==> src/rtl/pc_gen_pkg.sv <==
// ---------------------------------------------------------------------------
// pc_gen_pkg
//
// Purpose:
//    Shared constants and state encodings for the IF-stage fetch-address
//    generator (pc_gen). The control-level constants match the values that
//    the rest of the pipeline uses for reset, chip enable and stall levels.
//
// Contents:
//    RstEnable              level of rst that resets the pipeline
//    ChipEnable/ChipDisable instruction-memory enable levels
//    NoStop/Stop            levels of a stall bit (Stop holds the stage)
//    pcState_e              fetch state encoding
//    nextSeqPc              sequential successor of a fetch address
// ---------------------------------------------------------------------------
package pc_gen_pkg;

    localparam logic RstEnable   = 1'b1;
    localparam logic ChipEnable  = 1'b1;
    localparam logic ChipDisable = 1'b0;
    localparam logic NoStop      = 1'b0;
    localparam logic Stop        = 1'b1;

    // S_OFF : fetch disabled, pc parked at the reset vector
    // S_RUN : normal fetching
    // S_PEND: a branch arrived while IF was stalled and is waiting to apply
    typedef enum logic [1:0] {
        S_OFF  = 2'b00,
        S_RUN  = 2'b01,
        S_PEND = 2'b10
    } pcState_e;

    // Sequential successor of a 32-bit-wide container value. Callers hand in
    // their pc zero-extended and truncate the result back to their width,
    // which gives the required modulo-2^ADDR_W wrap for any ADDR_W <= 32.
    function automatic logic [31:0] nextSeqPc(input logic [31:0] curPc,
                                              input logic [31:0] step);
        return curPc + step;
    endfunction

endpackage

==> src/rtl/pc_gen.sv <==
// ---------------------------------------------------------------------------
// pc_gen
//
// Purpose:
//    Fetch-address generator for the IF stage. Produces the instruction
//    memory address and chip enable, follows branch redirects from ID and
//    exception/flush redirects from CTRL, and buffers a branch that arrives
//    while IF is stalled so that it is applied once the stall releases.
//    Every output comes straight from a flip-flop.
//
// Parameters:
//    ADDR_W    pc / target width in bits (up to 32)
//    RESET_VEC pc value held while fetch is disabled
//    STEP      sequential increment in bytes
//    STALL_W   width of the CTRL stall vector (only bit 0 is used here)
//
// Ports:
//    clk             in   rising-edge clock
//    rst             in   synchronous active-high reset
//    stall           in   CTRL stall vector, stall[0]=1 holds IF
//    branch_flag_i   in   ID requests a redirect this cycle
//    branch_target_i in   redirect target
//    flush_i         in   exception/flush from CTRL (highest priority)
//    new_pc_i        in   exception handler address
//    pc              out  fetch address
//    ce              out  instruction-memory enable
//    pend_o          out  a branch is buffered
//    misalign_o      out  fetch address is not STEP-aligned
//
// Configuration:
//    PC_ALIGN_CHECK_EN  when defined, misalign_o flags every fetch address
//                       that is not a multiple of STEP; when undefined,
//                       misalign_o is tied low and no check logic exists.
// ---------------------------------------------------------------------------
module pc_gen
    import pc_gen_pkg::*;
#(
    parameter int                ADDR_W    = 32,
    parameter logic [ADDR_W-1:0] RESET_VEC = '0,
    parameter int                STEP      = 4,
    parameter int                STALL_W   = 6
) (
    input  logic               clk,
    input  logic               rst,
    input  logic [STALL_W-1:0] stall,
    input  logic               branch_flag_i,
    input  logic [ADDR_W-1:0]  branch_target_i,
    input  logic               flush_i,
    input  logic [ADDR_W-1:0]  new_pc_i,
    output logic [ADDR_W-1:0]  pc,
    output logic               ce,
    output logic               pend_o,
    output logic               misalign_o
);

    pcState_e          r_state;
    logic [ADDR_W-1:0] r_pc;
    logic [ADDR_W-1:0] r_pendTgt;
    logic              r_ce;
    logic              r_pend;

    pcState_e          w_nextState;
    logic [ADDR_W-1:0] w_nextPc;
    logic [ADDR_W-1:0] w_nextPendTgt;
    logic [ADDR_W-1:0] w_seqPc;
    logic [ADDR_W-1:0] w_pendChoice;
    logic              w_nextCe;
    logic              w_held;
    logic              w_unusedStall;
    logic [31:0]       w_seqWide;

    // Only stall[0] concerns IF; the upper bits belong to later stages and
    // are folded into a deliberately unused net.
    assign w_held        = (stall[0] == Stop);
    assign w_unusedStall = ^stall;

    // Sequential successor, computed in a 32-bit container then truncated
    // so that all-ones-minus-(STEP-1) rolls over to zero at any width.
    assign w_seqWide = nextSeqPc(32'(r_pc), 32'(STEP));
    assign w_seqPc   = w_seqWide[ADDR_W-1:0];

    // When leaving S_PEND, a branch presented in the same cycle is newer
    // than the buffered one and takes its place.
    assign w_pendChoice = branch_flag_i ? branch_target_i : r_pendTgt;

    // Next-state / next-pc selection. Flush beats everything, then the stall
    // decides whether a branch applies now or is parked in the buffer.
    always_comb begin
        w_nextState   = r_state;
        w_nextPc      = r_pc;
        w_nextPendTgt = r_pendTgt;

        case (r_state)
            S_OFF: begin
                // First fetch is from the reset vector itself, one cycle
                // after enable comes up.
                w_nextState = S_RUN;
                w_nextPc    = RESET_VEC;
            end

            S_RUN: begin
                if (flush_i) begin
                    w_nextPc = new_pc_i;
                end else if (w_held && branch_flag_i) begin
                    w_nextPendTgt = branch_target_i;
                    w_nextState   = S_PEND;
                end else if (w_held) begin
                    w_nextPc = r_pc;
                end else if (branch_flag_i) begin
                    w_nextPc = branch_target_i;
                end else begin
                    w_nextPc = w_seqPc;
                end
            end

            S_PEND: begin
                if (flush_i) begin
                    w_nextPc    = new_pc_i;
                    w_nextState = S_RUN;
                end else begin
                    w_nextPendTgt = w_pendChoice;
                    if (stall[0] == NoStop) begin
                        w_nextPc    = w_pendChoice;
                        w_nextState = S_RUN;
                    end
                end
            end

            default: begin
                w_nextState = S_OFF;
                w_nextPc    = RESET_VEC;
            end
        endcase

        w_nextCe = (w_nextState != S_OFF) ? ChipEnable : ChipDisable;
    end

    // State, pc, buffered target and the decoded enable/pending flags all
    // update together so every output is a plain register.
    always_ff @(posedge clk) begin
        if (rst == RstEnable) begin
            r_state   <= S_OFF;
            r_pc      <= RESET_VEC;
            r_pendTgt <= RESET_VEC;
            r_ce      <= ChipDisable;
            r_pend    <= 1'b0;
        end else begin
            r_state   <= w_nextState;
            r_pc      <= w_nextPc;
            r_pendTgt <= w_nextPendTgt;
            r_ce      <= w_nextCe;
            r_pend    <= (w_nextState == S_PEND);
        end
    end

`ifdef PC_ALIGN_CHECK_EN
    logic r_misalign;
    logic w_nextMisalign;

    // The flag is computed from the value pc is about to take, so it is
    // high in exactly the cycle the bad address is on pc. pc itself still
    // loads the bad value; CTRL decides what to do about it.
    assign w_nextMisalign = w_nextCe &&
                            ((w_nextPc % ADDR_W'(STEP)) != '0);

    // Alignment flag register, cleared with the rest of the fetch state.
    always_ff @(posedge clk) begin
        if (rst == RstEnable) begin
            r_misalign <= 1'b0;
        end else begin
            r_misalign <= w_nextMisalign;
        end
    end

    assign misalign_o = r_misalign;
`else
    assign misalign_o = 1'b0;
`endif

    assign pc     = r_pc;
    assign ce     = r_ce;
    assign pend_o = r_pend;

endmodule
==> config.mk <==
export PLATFORM = sky130hd
export DESIGN_NAME = pc_gen
export DESIGN_NICKNAME = d
export VERILOG_FILES = /design/src/rtl/pc_gen_pkg.sv /design/src/rtl/pc_gen.sv
export SDC_FILE = /design/constraint.sdc
export NUM_CORES = 1
export LEC_CHECK = 0
export ABC_AREA = 1
export ABC_CLOCK_PERIOD_IN_PS = 2500
export BUFFER_PORTS_ARGS = -buffer_cell sky130_fd_sc_hd__buf_2
export CAP_MARGIN = 20
export CORE_MARGIN = 4
export CORE_UTILIZATION = 29
export DETAILED_ROUTE_END_ITERATION = 10
export GPL_ROUTABILITY_DRIVEN = 0
export GPL_TIMING_DRIVEN = 0
export MAX_ROUTING_LAYER = met4
export PLACE_DENSITY = 0.56
export SETUP_SLACK_MARGIN = 0.3
export SYNTH_ARGS = -nofsm -noshare
export SYNTH_HDL_FRONTEND = slang
export SYNTH_SLANG_ARGS = --single-unit
export TNS_END_PERCENT = 30
==> constraint.sdc <==
create_clock -name clk -period 2.5 [get_ports clk]
set_input_delay 0.375 -clock clk [delete_from_list [all_inputs] [get_ports clk]]
set_output_delay 0.375 -clock clk [all_outputs]
set_load 0.03 [all_outputs]
; Yosys cells after proc, flatten, opt, wreduce, memory -nomap -nowiden
; Cells that the tools add are included.
[word_totals]
in_bits = 74
reg_bits = 68
wordCells = 39
out_inout_bits = 35
[classes]
add_sub_neg = 1
n_mux = 18
reduce_logical = 6
eq_ne = 9
[op_table]
columns = cell, count
row1 = $mux 32, 10
row2 = $pmux 32 s2, 2
row3 = $add 32x3->32 const B, 1
row4 = $ne 3x3->1 const B, 3
row5 = $mux 2, 4
row6 = $ne 2x2->1 const B, 3
row7 = $pmux 2 s3, 1
row8 = $eq 2x2->1 const B, 2
row9 = $reduce_and 4->1, 1
row10 = $reduce_bool 2->1, 2
row11 = $reduce_and 3->1, 1
row12 = $eq 2x1->1 const B, 1
row13 = $logic_not 2->1, 1
row14 = $logic_and 1x1->1, 1
row15 = $mux 1, 1

; Logic depth before layout (Yosys ltp)
; Gate-level depths: netlist (run 1).
[depth]
ltp_word = 6
mapped_depth = 15
depth_no_buf = 15

; Least setup slack after synthesis (run 1)
; OpenSTA, ideal clock, no wires.
[synth_path]
path_type = register -> register
from = reg r_pc[2], in the netlist pc[2]
to = reg r_pc[26], in the netlist pc[26]
path_slack_ps = 670
arrival_ps = 1698
setup_ps = 132
n_path_buf = 0
stages_incl_launch_ff = 15
period_less_slack_ps = 1830
required_ps = 2368
cell_sequence = dfxtp_1 ha_1 nand2_1 nor2_1 nand2_1 nor2_1 nand3_1 nand2_1 nand2_1 nand2_1 nand2_1 nand2_1 nand2_1 nand2_1 a21oi_1
[synth_between]
elab_chain_len = 6
[synth_rtl]
columns = element, line_no
row1 = "start, declared", pc_gen.sv:57  ; logic [ADDR_W-1:0] r_pc;
row2 = "start signal, assigned", pc_gen.sv:149  ; r_pc <= w_nextPc;
row3 = $add 32x3->32, pc_gen_pkg.sv:38  ; return curPc + step;
row4 = $mux 32, pc_gen.sv:109  ; end else if (branch_flag_i) begin
row5 = $mux 32, pc_gen.sv:107  ; end else if (w_held) begin
row6 = $mux 32, pc_gen.sv:104  ; end else if (w_held && branch_flag_i) begin
row7 = $mux 32, pc_gen.sv:102  ; if (flush_i) begin
row8 = $pmux 32 s2, pc_gen.sv:93  ; case (r_state)
; Every way passes these cells. The select of a mux whose other input is x is not followed.
; A chain may end at the register's enable or synchronous reset.

; Final worst setup path (run 1)
[layout_path]
from = reg r_state[0]
to = reg r_pc[3], in the netlist pc[3]
[layout_between]
elab_chain_len = 3
elab_cells_between_ends = 7
classes_between = eq/ne (5) / mux (1) / reduce/logical (1)
[layout_rtl]
columns = element, line_no
row1 = "start, declared", pc_gen.sv:56  ; pcState_e r_state;
row2 = "start signal, assigned", pc_gen.sv:148  ; r_state <= w_nextState;
row3 = $eq 2x1->1 / $eq 2x2->1 (equally long branches), pc_gen.sv:93
row4 = $ne 3x3->1 (no line), --
row5 = $reduce_and 3->1 (no line), --
; Parallel ways exist; a longest one is shown, timed or not.

==> parameters.txt, run 1 <==
Parameter                              Value

Timing
  Hold violation count in the final report ... 0
  Remaining max-slew budget at the tightest pin ... 0.4406
  Post-route setup TNS ... 0 ns
  Tmin final ... 2.126 ns
  Final setup vio count ... 0
  Worst-Margin Slew ... 0.8391 ns
  Post-route fraction of the period consumed by the critical path ... 0.8503
  Final max-slew violation count ... 0
  Setup skew after layout ... 0.008965 ns
  Setup repair after global routing missed its margin ... yes
  Fmax achieved ... 470.4 MHz

Floorplan
  Row count ... 47
  Boundary pin count ... 109
  Die W ... 138.7 µm
  Starting utilization of the core area ... 0.2979
  Total die area ... 19250 µm²
  Chip height ... 138.7 µm
  Area inside the core boundary ... 16640 µm²

Clock tree
  CTS tree ... built
  Number of clock sinks ... 68
  Root Buffer Master ... sky130_fd_sc_hd__clkbuf_16
  Level count of the clock H-tree ... 3
  Clock network latency to the later pin of the worst-skew pair ... 0.35 ns
  Setup Fix Bufs, Post-CTS ... 0
  Number of buffers added by the clock tree synthesis step ... 9
  Number of buffers between clock root and the deepest sink ... 2
  Reg clk slew, reported paths ... 0.06 ns

Logic synthesis
  Biggest area consumer among synthesized cells ... sky130_fd_sc_hd__dfxtp_1
  Commonest cells post-synth ... sky130_fd_sc_hd__nand2_1, sky130_fd_sc_hd__nor2_1, sky130_fd_sc_hd__a21oi_1
  Share of the synthesized area in the top cell type ... 0.2746
  Share of the yosys chip area belonging to registers ... 0.2746
  Most area-consuming cells after synthesis ... sky130_fd_sc_hd__dfxtp_1, sky130_fd_sc_hd__nand2_1, sky130_fd_sc_hd__nor2_1, sky130_fd_sc_hd__a21oi_1, sky130_fd_sc_hd__o21ai_0
  Fraction of synthesis flops using an asynchronous set or reset pin ... 0
  Count leader, synth ... sky130_fd_sc_hd__nand2_1
  Count of distinct cell types in the synthesized netlist ... 36
  Count of state elements after synthesis ... 68
  Prevailing post-synth register cell ... sky130_fd_sc_hd__dfxtp_1
  Number of enable-type register cells in the synthesized netlist ... 0
  Average size of a mapped cell ... 5.832 µm²
  Synth Cell Area ... 4957 µm²
  Syn Inst Count ... 850
  Yosys Warn Count ... 0
  Net count after synthesis ... 930

Setup path
  Endpoint of the most critical register-to-register path ... pc[3]$_SDFFE_PP0P_
  Crit path max fanout ... 10
  Critical path data required time ... 2.78 ns
  Worst Setup Start Kind ... register
  Capture point of the worst path ... pc[3]$_SDFFE_PP0P_
  Critical register-to-register path startpoint ... r_state[0]$_SDFF_PP0_
  R2r setup slk ... 0.37 ns
  Critical path launch point ... r_state[0]$_SDFF_PP0_
  Critical path start-end classification ... reg -> reg
  Arrival time at the worst endpoint ... 2.41 ns
  Number of cells on the worst reg-to-reg path ... 11
  Endpoint class of the critical path ... register

Pwr
  IR Drop Worst-Case VDD ... 0.0003670 V
  Power per cell area ... 479.9 nW/µm²
  Static Leak ... 0.002521 µW

Final layout
  Non-filler cells, final ... 1187
  # nets final ... 1042
  Sequential cell area ... 1364 µm²
  Antenna Diode Count ... 0
  Synth-to-layout area growth ... 21.68%
  Footprint of the multi-input gates ... 3151 µm²
  Area of all placed cells without fillers ... 6032 µm²
  Ratio of cells with drive above 1 in the final layout ... 0.1768
  Fill cell instance count of the final layout ... 1897

Global route
  Number of global-route vias before repair ... 5621
  First-pass GRT wire length ... 31790 µm
  Tot GR Track Use ... 0.2159
  GR Overflow Total ... 0
  Number of antenna violations at the first check in global routing ... 0
  Maximum number of pins on one net before global-route repair ... 11

Placed design
  Instance count after placement with tap cells included ... 1171
  Port buffer count ... 101
  Half-perimeter wire length after placement ... 15970 µm
  Placed inst area ... 5738 µm²

Routing
  Post-detailed-route DRC marker count ... 0
  TritonRoute pass-1 iters ... 5
  Overall routed net length ... 20710 µm
  Violation count after the first detailed-route iteration ... 604
  Antenna-violating nets left ... 0
  Routed via count ... 5905
  Vias per inst ... 4.975
  Average routed wire per standard cell ... 17.45 µm

Job
  Max-cap violations ... 0

Min path
  Worst Hold Class ... in -> reg

Outcome
  Run status ... finished clean
[kinds of logic after synthesis]
kind of cell / count (synthesis) / share of synthesized area
XOR/XNOR: 2 / 0.003534
buffers and inverters: 111 / 0.09339
flip-flops: 68 / 0.2746
other: 1 / 0.0007565
AND/OR/NAND/NOR: 471 / 0.3738
adder cells (fa/ha/maj): 6 / 0.01514
AO/OA/AOI/OAI: 191 / 0.2388
[per-layer routing]
layer | wire, µm | part of all wire | up-vias | GRT usage
li1 | - | - | 2981 | -
met1 | 9611 | 0.46 | 2686 | 0.2860
met2 | 9360 | 0.45 | 202 | 0.3307
met3 | 1198 | 0.058 | 36 | 0.04000
met4 | 540 | 0.026 | 0 | 0.07724
met5 | 0 | 0 | - | -
[power breakdown]
group          switching [µW]  internal (µW)  total [µW]
sequential               34.7           1120        1150
clock                     507            697        1200
combinational             367            172         540
total                     910           1990        2890
[final cells by class]
type | count | area share
Inverter | 62 | 0.03858
Buffer | 49 | 0.03983
Clock inverter | 2 | 0.001659
Timing Repair Buffer | 101 | 0.08380
Clock buffer | 14 | 0.04211
Multi-Input combinational cell | 671 | 0.5223
Tap cell | 220 | 0.04563
Sequential cell | 68 | 0.2261
[metrics by stage]
step,setup WS [ns],power [µW],hold WS (ns),util
floorplan,0.6697,1484,0.4405,-
global placement,0.2267,1698,0.4530,0.3448
detailed placement,0.2288,1699,0.4569,0.3448
CTS,0.2868,2896,0.3073,0.3607
global route,0.2400,2990,0.3205,0.3625
finish,0.3744,2895,0.3063,0.3625
[layout by cell type (no fill, tap or decap), types with 4 or more instances in the layout]
master,count
sky130_fd_sc_hd__nand2_1,271
sky130_fd_sc_hd__nor2_1,147
sky130_fd_sc_hd__buf_2,112
sky130_fd_sc_hd__a21oi_1,71
sky130_fd_sc_hd__o21ai_0,66
sky130_fd_sc_hd__dfxtp_1,66
sky130_fd_sc_hd__inv_1,58
sky130_fd_sc_hd__nand3_1,29
sky130_fd_sc_hd__clkbuf_1,27
sky130_fd_sc_hd__o211ai_1,23
sky130_fd_sc_hd__a311oi_2,10
sky130_fd_sc_hd__buf_4,9
sky130_fd_sc_hd__nor2_2,9
sky130_fd_sc_hd__clkbuf_16,9
sky130_fd_sc_hd__a31oi_1,6
sky130_fd_sc_hd__ha_1,6
sky130_fd_sc_hd__a211o_1,5
sky130_fd_sc_hd__nor3_1,5
sky130_fd_sc_hd__inv_2,4
sky130_fd_sc_hd__clkbuf_2,4
[how the worst min path moves through the flow]
stage                                    start  slack [ns]  cells after the start                    endpoint
global route               branch_target_i[28]        0.32                      3  r_pendTgt[28]$_SDFFE_PP0P_
finish                     branch_target_i[29]        0.31                      3  r_pendTgt[29]$_SDFFE_PP0P_
detailed placement  r_pendTgt[13]$_SDFFE_PP0P_        0.46                      2  r_pendTgt[13]$_SDFFE_PP0P_
floorplan           r_pendTgt[19]$_SDFFE_PP0P_        0.44                      2  r_pendTgt[19]$_SDFFE_PP0P_
global placement    r_pendTgt[27]$_SDFFE_PP0P_        0.45                      2  r_pendTgt[27]$_SDFFE_PP0P_
CTS                        branch_target_i[29]        0.31                      3  r_pendTgt[29]$_SDFFE_PP0P_
[what timing repair did]
action	4_1_cts	5_1_grt
setup endpoints to repair	14	63
gates cloned	0	0
gates resized for setup	1	17
hold buffers	0	0
[registers in the layout (all words and copies together), names as in the netlist]
signal / flops
pc: 32
pend_o: 1
r_pendTgt: 32
r_state: 2
ce: 1
[worst max-delay path: stages, from the launching register on]
cell	delay [ns]
sky130_fd_sc_hd__dfxtp_2	0.38
sky130_fd_sc_hd__inv_1	0.08
sky130_fd_sc_hd__ha_1	0.19
sky130_fd_sc_hd__buf_4	0.17
sky130_fd_sc_hd__nor2_2	0.24
sky130_fd_sc_hd__nor2_2	0.13
sky130_fd_sc_hd__inv_2	0.11
sky130_fd_sc_hd__nand2_1	0.12
sky130_fd_sc_hd__buf_2	0.22
sky130_fd_sc_hd__a21oi_1	0.17
sky130_fd_sc_hd__o21ai_0	0.11
sky130_fd_sc_hd__a21oi_1	0.14
Note: power is estimated with default switching activity, not from simulation.
==> run 2: changes to the inputs <==
--- a/config.mk
+++ b/config.mk
@@ -15,7 +15,7 @@
 export GPL_ROUTABILITY_DRIVEN = 0
 export GPL_TIMING_DRIVEN = 0
 export MAX_ROUTING_LAYER = met4
-export PLACE_DENSITY = 0.56
+export REMOVE_ABC_BUFFERS = 1
 export SETUP_SLACK_MARGIN = 0.3
 export SYNTH_ARGS = -nofsm -noshare
 export SYNTH_HDL_FRONTEND = slang
==> parameters.txt, run 2 (same netlist as run 1, synthesis figures left out) <==
Parameter                              Value

Timing
  Hold violation count in the final report ... 0
  Final max-slew violation count ... 0
  Post-route fraction of the period consumed by the critical path ... 0.8383
  Setup repair after global routing missed its margin ... yes
  Remaining max-slew budget at the tightest pin ... 0.3929
  Final setup vio count ... 0
  Worst-Margin Slew ... 0.9097 ns
  Fmax achieved ... 477.2 MHz
  Final Hold Slack ... 0.2977 ns
  Setup skew after layout ... 0.009785 ns
  Tmin final ... 2.096 ns

Routing
  Violation count after the first detailed-route iteration ... 417
  Post-detailed-route DRC marker count ... 0
  Routed via count ... 5745
  Antenna-violating nets left ... 0
  Vias per inst ... 4.940
  Overall routed net length ... 18340 µm
  TritonRoute pass-1 iters ... 5
  Average routed wire per standard cell ... 15.77 µm

Clock tree
  Root Buffer Master ... sky130_fd_sc_hd__clkbuf_16
  Hold-fix buffer count after cts ... 0
  Number of buffers added by the clock tree synthesis step ... 9
  Level count of the clock H-tree ... 3
  Number of clock sinks ... 68
  CTS tree ... built
  Number of buffers between clock root and the deepest sink ... 2
  Clock network latency to the later pin of the worst-skew pair ... 0.35 ns
  Reg clk slew, reported paths ... 0.06 ns

Setup path
  Critical path data required time ... 2.78 ns
  Buffers & Inverters on Critical Path ... 3
  Worst Setup Start Kind ... register
  Critical path start-end classification ... reg -> reg
  Endpoint class of the critical path ... register
  Crit path max fanout ... 13
  Critical register-to-register path startpoint ... r_state[0]$_SDFF_PP0_
  Cell with the largest stage delay on the worst path ... sky130_fd_sc_hd__dfxtp_1
  CP most frequent cell ... sky130_fd_sc_hd__nor2_4
  Arrival time at the worst endpoint ... 2.37 ns
  Worst path cell trace ... inv_1 -> ha_4 -> nor2_4 -> nor2_4 -> inv_2 -> nand2_4 -> clkinvlp_4 -> o211ai_1 -> a21oi_1
  Top delay family on crit path ... buffers and inverters
  Largest stage delay on the critical path ... 0.45 ns
  Critical path launch point ... r_state[0]$_SDFF_PP0_

Floorplan
  Starting utilization of the core area ... 0.2979
  Row count ... 47
  Area inside the core boundary ... 16640 µm²
  Boundary pin count ... 109
  Die W ... 138.7 µm
  Chip height ... 138.7 µm
  Total die area ... 19250 µm²

Pwr
  PnR Total Power ... 3150 µW
  Power per cell area ... 507.5 nW/µm²
  IR Drop Worst-Case VDD ... 0.0003378 V
  Static Leak ... 0.002536 µW

Final layout
  Non-filler cells, final ... 1163
  Synth-to-layout area growth ... 25.21%
  Area of all placed cells without fillers ... 6207 µm²
  Commonest cells after routing, fill and taps aside ... sky130_fd_sc_hd__nand2_1, sky130_fd_sc_hd__nor2_1, sky130_fd_sc_hd__buf_2
  # nets final ... 1016
  Fraction of the core area covered by cells at the end of the flow ... 0.3730
  Ratio of cells with drive above 1 in the final layout ... 0.1913
  Most common cell after layout, fill and taps aside ... sky130_fd_sc_hd__nand2_1

Placed design
  Half-perimeter wire length after placement ... 11870 µm
  Port buffer count ... 102
  Placed inst area ... 5583 µm²
  Instance count after placement with tap cells included ... 1126

Min path
  Worst Hold Class ... in -> reg
  Start point of the worst min-delay path ... branch_target_i[16]

Global route
  GR Overflow Total ... 0
  Number of antenna violations at the first check in global routing ... 2
  Tot GR Track Use ... 0.1907
  First-pass GRT wire length ... 28640 µm
  Number of global-route vias before repair ... 5334
  Maximum number of pins on one net before global-route repair ... 50

Job
  Max-cap violations ... 0

Outcome
  Run status ... finished clean
[run 2: stage by stage]
stage                     setup slack, ns  TNS, ns
after floorplan                    -1.574   -71.02
after global routing               0.2591        0
after global placement             -3.675  -202.91
after detailed placement           -1.867   -93.71
after CTS                          0.2830        0
final                              0.4043        0
[run 2: metal layers]
layer	routed length, µm	GRT usage	up-vias
li1	-	-	2956
met1	8605	0.2444	2565
met2	8187	0.3024	193
met3	1142	0.03897	31
met4	405	0.06231	0
met5	0	-	-
[run 2: worst paths after layout]
kind,slack (ns),cells past startpoint,endpoint
worst max-delay path,0.40,9,pc[8]$_SDFFE_PP0P_
worst min-delay path,0.30,3,r_pendTgt[16]$_SDFFE_PP0P_
worst max register to register,0.40,9,pc[8]$_SDFFE_PP0P_
worst min register to register,0.46,2,r_pendTgt[15]$_SDFFE_PP0P_
[run 2: worst reg2reg max path: cells and delay by family, from the launching register on]
family	cells	cell delay, ns
AND/OR/NAND/NOR	3	0.52
buffers and inverters	3	0.56
adder cells (fa/ha/maj)	1	0.23
flip-flops	1	0.45
AO/OA/AOI/OAI	2	0.27
[run 2: repair_timing]
action	CTS	global route
buffers inserted	8	6
hold endpoints to repair	0	0
pin swaps	2	2
cloned	4	1
setup endpoints to repair	66	61
resized for setup	18	11
[run 2: power by group]
part	total (µW)	leakage [µW]	switching [µW]	internal, µW
registers	1150	0.000551	35.2	1120
logic	532	0.00183	347	184
clock network	1470	0.000158	538	930
total	3150	0.00254	921	2230
[run 2: final cells by class]
type | instances | area (µm²)
diodes | 2 | 5.005
clock buffers | 11 | 252.7
clock inverters | 5 | 83.83
fillers | 1836 | 10440
inverters | 62 | 262.8
multi-input cells | 673 | 3224
flip-flops and latches | 68 | 1361
well taps | 220 | 275.3
repair buffers | 120 | 726.9
repair inverters | 2 | 15.01
==> run 3: changes to the inputs <==
--- a/config.mk
+++ b/config.mk
@@ -6,7 +6,7 @@
 export NUM_CORES = 1
 export LEC_CHECK = 0
 export ABC_AREA = 1
-export ABC_CLOCK_PERIOD_IN_PS = 2500
+export ABC_CLOCK_PERIOD_IN_PS = 1800
 export BUFFER_PORTS_ARGS = -buffer_cell sky130_fd_sc_hd__buf_2
 export CAP_MARGIN = 20
 export CORE_MARGIN = 4
==> constraint.sdc (replaced) <==
create_clock -name clk -period 1.8 [get_ports clk]
set_input_delay 0.27 -clock clk [delete_from_list [all_inputs] [get_ports clk]]
set_output_delay 0.27 -clock clk [all_outputs]
set_load 0.03 [all_outputs]
==> parameters.txt, run 3 (same netlist as run 1, synthesis figures left out) <==
Parameter                              Value

Outcome
  Run status ... complete, but fails checks
  Failing checks ... setup timing

Clock tree
  Clock network latency to the later pin of the worst-skew pair ... 0.35 ns
  Root Buffer Master ... sky130_fd_sc_hd__clkbuf_16
  Number of clock sinks ... 68
  CTS tree ... built
  Hold-fix buffer count after cts ... 0
  Number of buffers between clock root and the deepest sink ... 2
  Reg clk slew, reported paths ... 0.06 ns
  Level count of the clock H-tree ... 3
  Number of buffers added by the clock tree synthesis step ... 9

Setup path
  Arrival time at the worst endpoint ... 2.07 ns
  CP most frequent cell ... sky130_fd_sc_hd__buf_4
  Largest stage delay on the critical path ... 0.36 ns
  Critical path data required time ... 2.04 ns
  Crit path max fanout ... 12
  Cell with the largest stage delay on the worst path ... sky130_fd_sc_hd__dfxtp_4
  Endpoint class of the critical path ... register
  Worst Setup Start Kind ... register
  Worst path cell trace ... inv_4 -> ha_4 -> buf_4 -> buf_4 -> buf_4 -> buf_6 -> nor2_1 -> a21oi_1 -> a21oi_1
  Critical path start-end classification ... reg -> reg

Global route
  First-pass GRT wire length ... 31680 µm
  GR Overflow Total ... 0
  Tot GR Track Use ... 0.2130
  Number of global-route vias before repair ... 5723
  Number of antenna violations at the first check in global routing ... 2
  Maximum number of pins on one net before global-route repair ... 45

Final layout
  Fill cell instance count of the final layout ... 1722
  Fraction of the core area covered by cells at the end of the flow ... 0.4246
  Synth-to-layout area growth ... 42.55%
  Commonest cells after routing, fill and taps aside ... sky130_fd_sc_hd__nand2_1, sky130_fd_sc_hd__nor2_1, sky130_fd_sc_hd__buf_2
  Most common cell after layout, fill and taps aside ... sky130_fd_sc_hd__nand2_1
  # nets final ... 1057
  Non-filler cells, final ... 1204
  Ratio of cells with drive above 1 in the final layout ... 0.3248

Timing
  Fmax achieved ... 545.9 MHz
  Setup repair after global routing missed its margin ... yes
  Minimum setup slack in the final design ... -0.03190 ns
  Final max-slew violation count ... 0
  Worst-Margin Slew ... 0.6379 ns
  Remaining max-slew budget at the tightest pin ... 0.5747
  Final setup vio count ... 4
  Hold violation count in the final report ... 0
  Tmin final ... 1.832 ns
  Post-route setup TNS ... -0.05481 ns
  Setup skew after layout ... 0.008087 ns
  Post-route fraction of the period consumed by the critical path ... 1.018

Routing
  Violation count after the first detailed-route iteration ... 452
  Post-detailed-route DRC marker count ... 0
  Routed via count ... 6195
  Vias per inst ... 5.145
  Average routed wire per standard cell ... 17.34 µm
  Overall routed net length ... 20880 µm
  Antenna-violating nets left ... 0
  TritonRoute pass-1 iters ... 7

Pwr
  Part of the power in registers ... 0.352
  IR Drop Worst-Case VDD ... 0.0004522 V
  Part of the power in the clock network ... 0.450
  Net Sw Frac ... 0.2987
  Static Leak ... 0.002876 µW
  PnR Total Power ... 4520 µW
  Switching power ... 1350 µW
  P_int ... 3170 µW
  Combinational share of power ... 0.198
  Power per cell area ... 639.6 nW/µm²

Placed design
  Port buffer count ... 102
  Half-perimeter wire length after placement ... 11870 µm
  Instance count after placement with tap cells included ... 1126

Floorplan
  Total die area ... 19250 µm²
  Starting utilization of the core area ... 0.2979
  Row count ... 47
  Chip height ... 138.7 µm
  Die W ... 138.7 µm
  Boundary pin count ... 109
  Area inside the core boundary ... 16640 µm²

Min path
  Worst Hold Class ... in -> reg

Job
  Max-cap violations ... 0
[run 3: changes by cell type in the layout (fill, tap and decap cells not counted), moves of 8 or more]
cell                      change
sky130_fd_sc_hd__dfxtp_4     +14
sky130_fd_sc_hd__nand2_1     -19
sky130_fd_sc_hd__buf_4       +23
sky130_fd_sc_hd__nor2_4      +17
sky130_fd_sc_hd__nor2_2      +12
sky130_fd_sc_hd__nor2_1      -29
sky130_fd_sc_hd__o21ai_0     -11
sky130_fd_sc_hd__dfxtp_2     +14
sky130_fd_sc_hd__buf_6       +10
sky130_fd_sc_hd__o21ai_1      +8
sky130_fd_sc_hd__nand2_2     +15
sky130_fd_sc_hd__dfxtp_1     -28
[run 3: power groups by stage]
stage / Clock (µW) / Combinational [µW] / Sequential, µW
2_1_floorplan: 0 / 347 / 1660
3_3_place_gp: 0 / 650 / 1630
3_5_place_dp: 0 / 667 / 1630
4_1_cts: 2070 / 829 / 1590
5_1_grt: 2100 / 968 / 1600
6_report: 2040 / 893 / 1590
[run 3: worst paths after layout]
check                                   from                    endpoint  slack [ns]  depth (start not counted)
setup / recovery       r_state[0]$_SDFF_PP0_   r_pendTgt[2]$_SDFFE_PP0P_       -0.03                          9
hold / removal           branch_target_i[16]  r_pendTgt[16]$_SDFFE_PP0P_        0.20                          3
setup reg to reg       r_state[0]$_SDFF_PP0_   r_pendTgt[2]$_SDFFE_PP0P_       -0.03                          9
hold reg to reg   r_pendTgt[15]$_SDFFE_PP0P_  r_pendTgt[15]$_SDFFE_PP0P_        0.46                          2
[run 3: layout make-up]
class,count,area (µm²),share of cell area
sequential,68,1431,0.2025
clock inverter,5,83.83,0.01186
timing repair inverter,6,48.80,0.006905
timing repair buffer,157,1125,0.1592
multi-input combinational,673,3566,0.5046
tap,220,275.3,0.03895
clock buffer,11,252.7,0.03576
inverter,62,279.0,0.03948
antenna,2,5.005,0.0007082
[run 3: metal layers]
layer  GRT usage  wire length (µm)
met4     0.07261               643
met1      0.2723              9089
met2      0.3392              9499
met3     0.04069              1648
met5           -                 0
[run 3: metrics by stage]
| stage | area, µm² | hold slack [ns] | worst slack (ns) |
|---|---|---|---|
| final | 7067 | 0.1971 | -0.03190 |
| after global routing | 7067 | 0.2049 | -0.08344 |
| after CTS | 6649 | 0.1895 | 0.03658 |
| after detailed placement | 5583 | 0.4524 | -2.462 |
| after global placement | 5513 | 0.4506 | -4.375 |
| after floorplan | 4727 | 0.3324 | -2.274 |
[run 3: critical path, delay by kind of cell (launching register included)]
kind	cells	cell delay, ns
buffers and inverters	5	0.80
flip-flops	1	0.36
AO/OA/AOI/OAI	2	0.25
adder cells (fa/ha/maj)	1	0.23
AND/OR/NAND/NOR	1	0.07
[run 3: timing repair]
item / 4_1_cts / 5_1_grt
gates cloned: 10 / 0
resized for setup: 102 / 102
setup buffers: 36 / 14
pin swaps: 23 / 38
setup endpoints to repair: 67 / 66
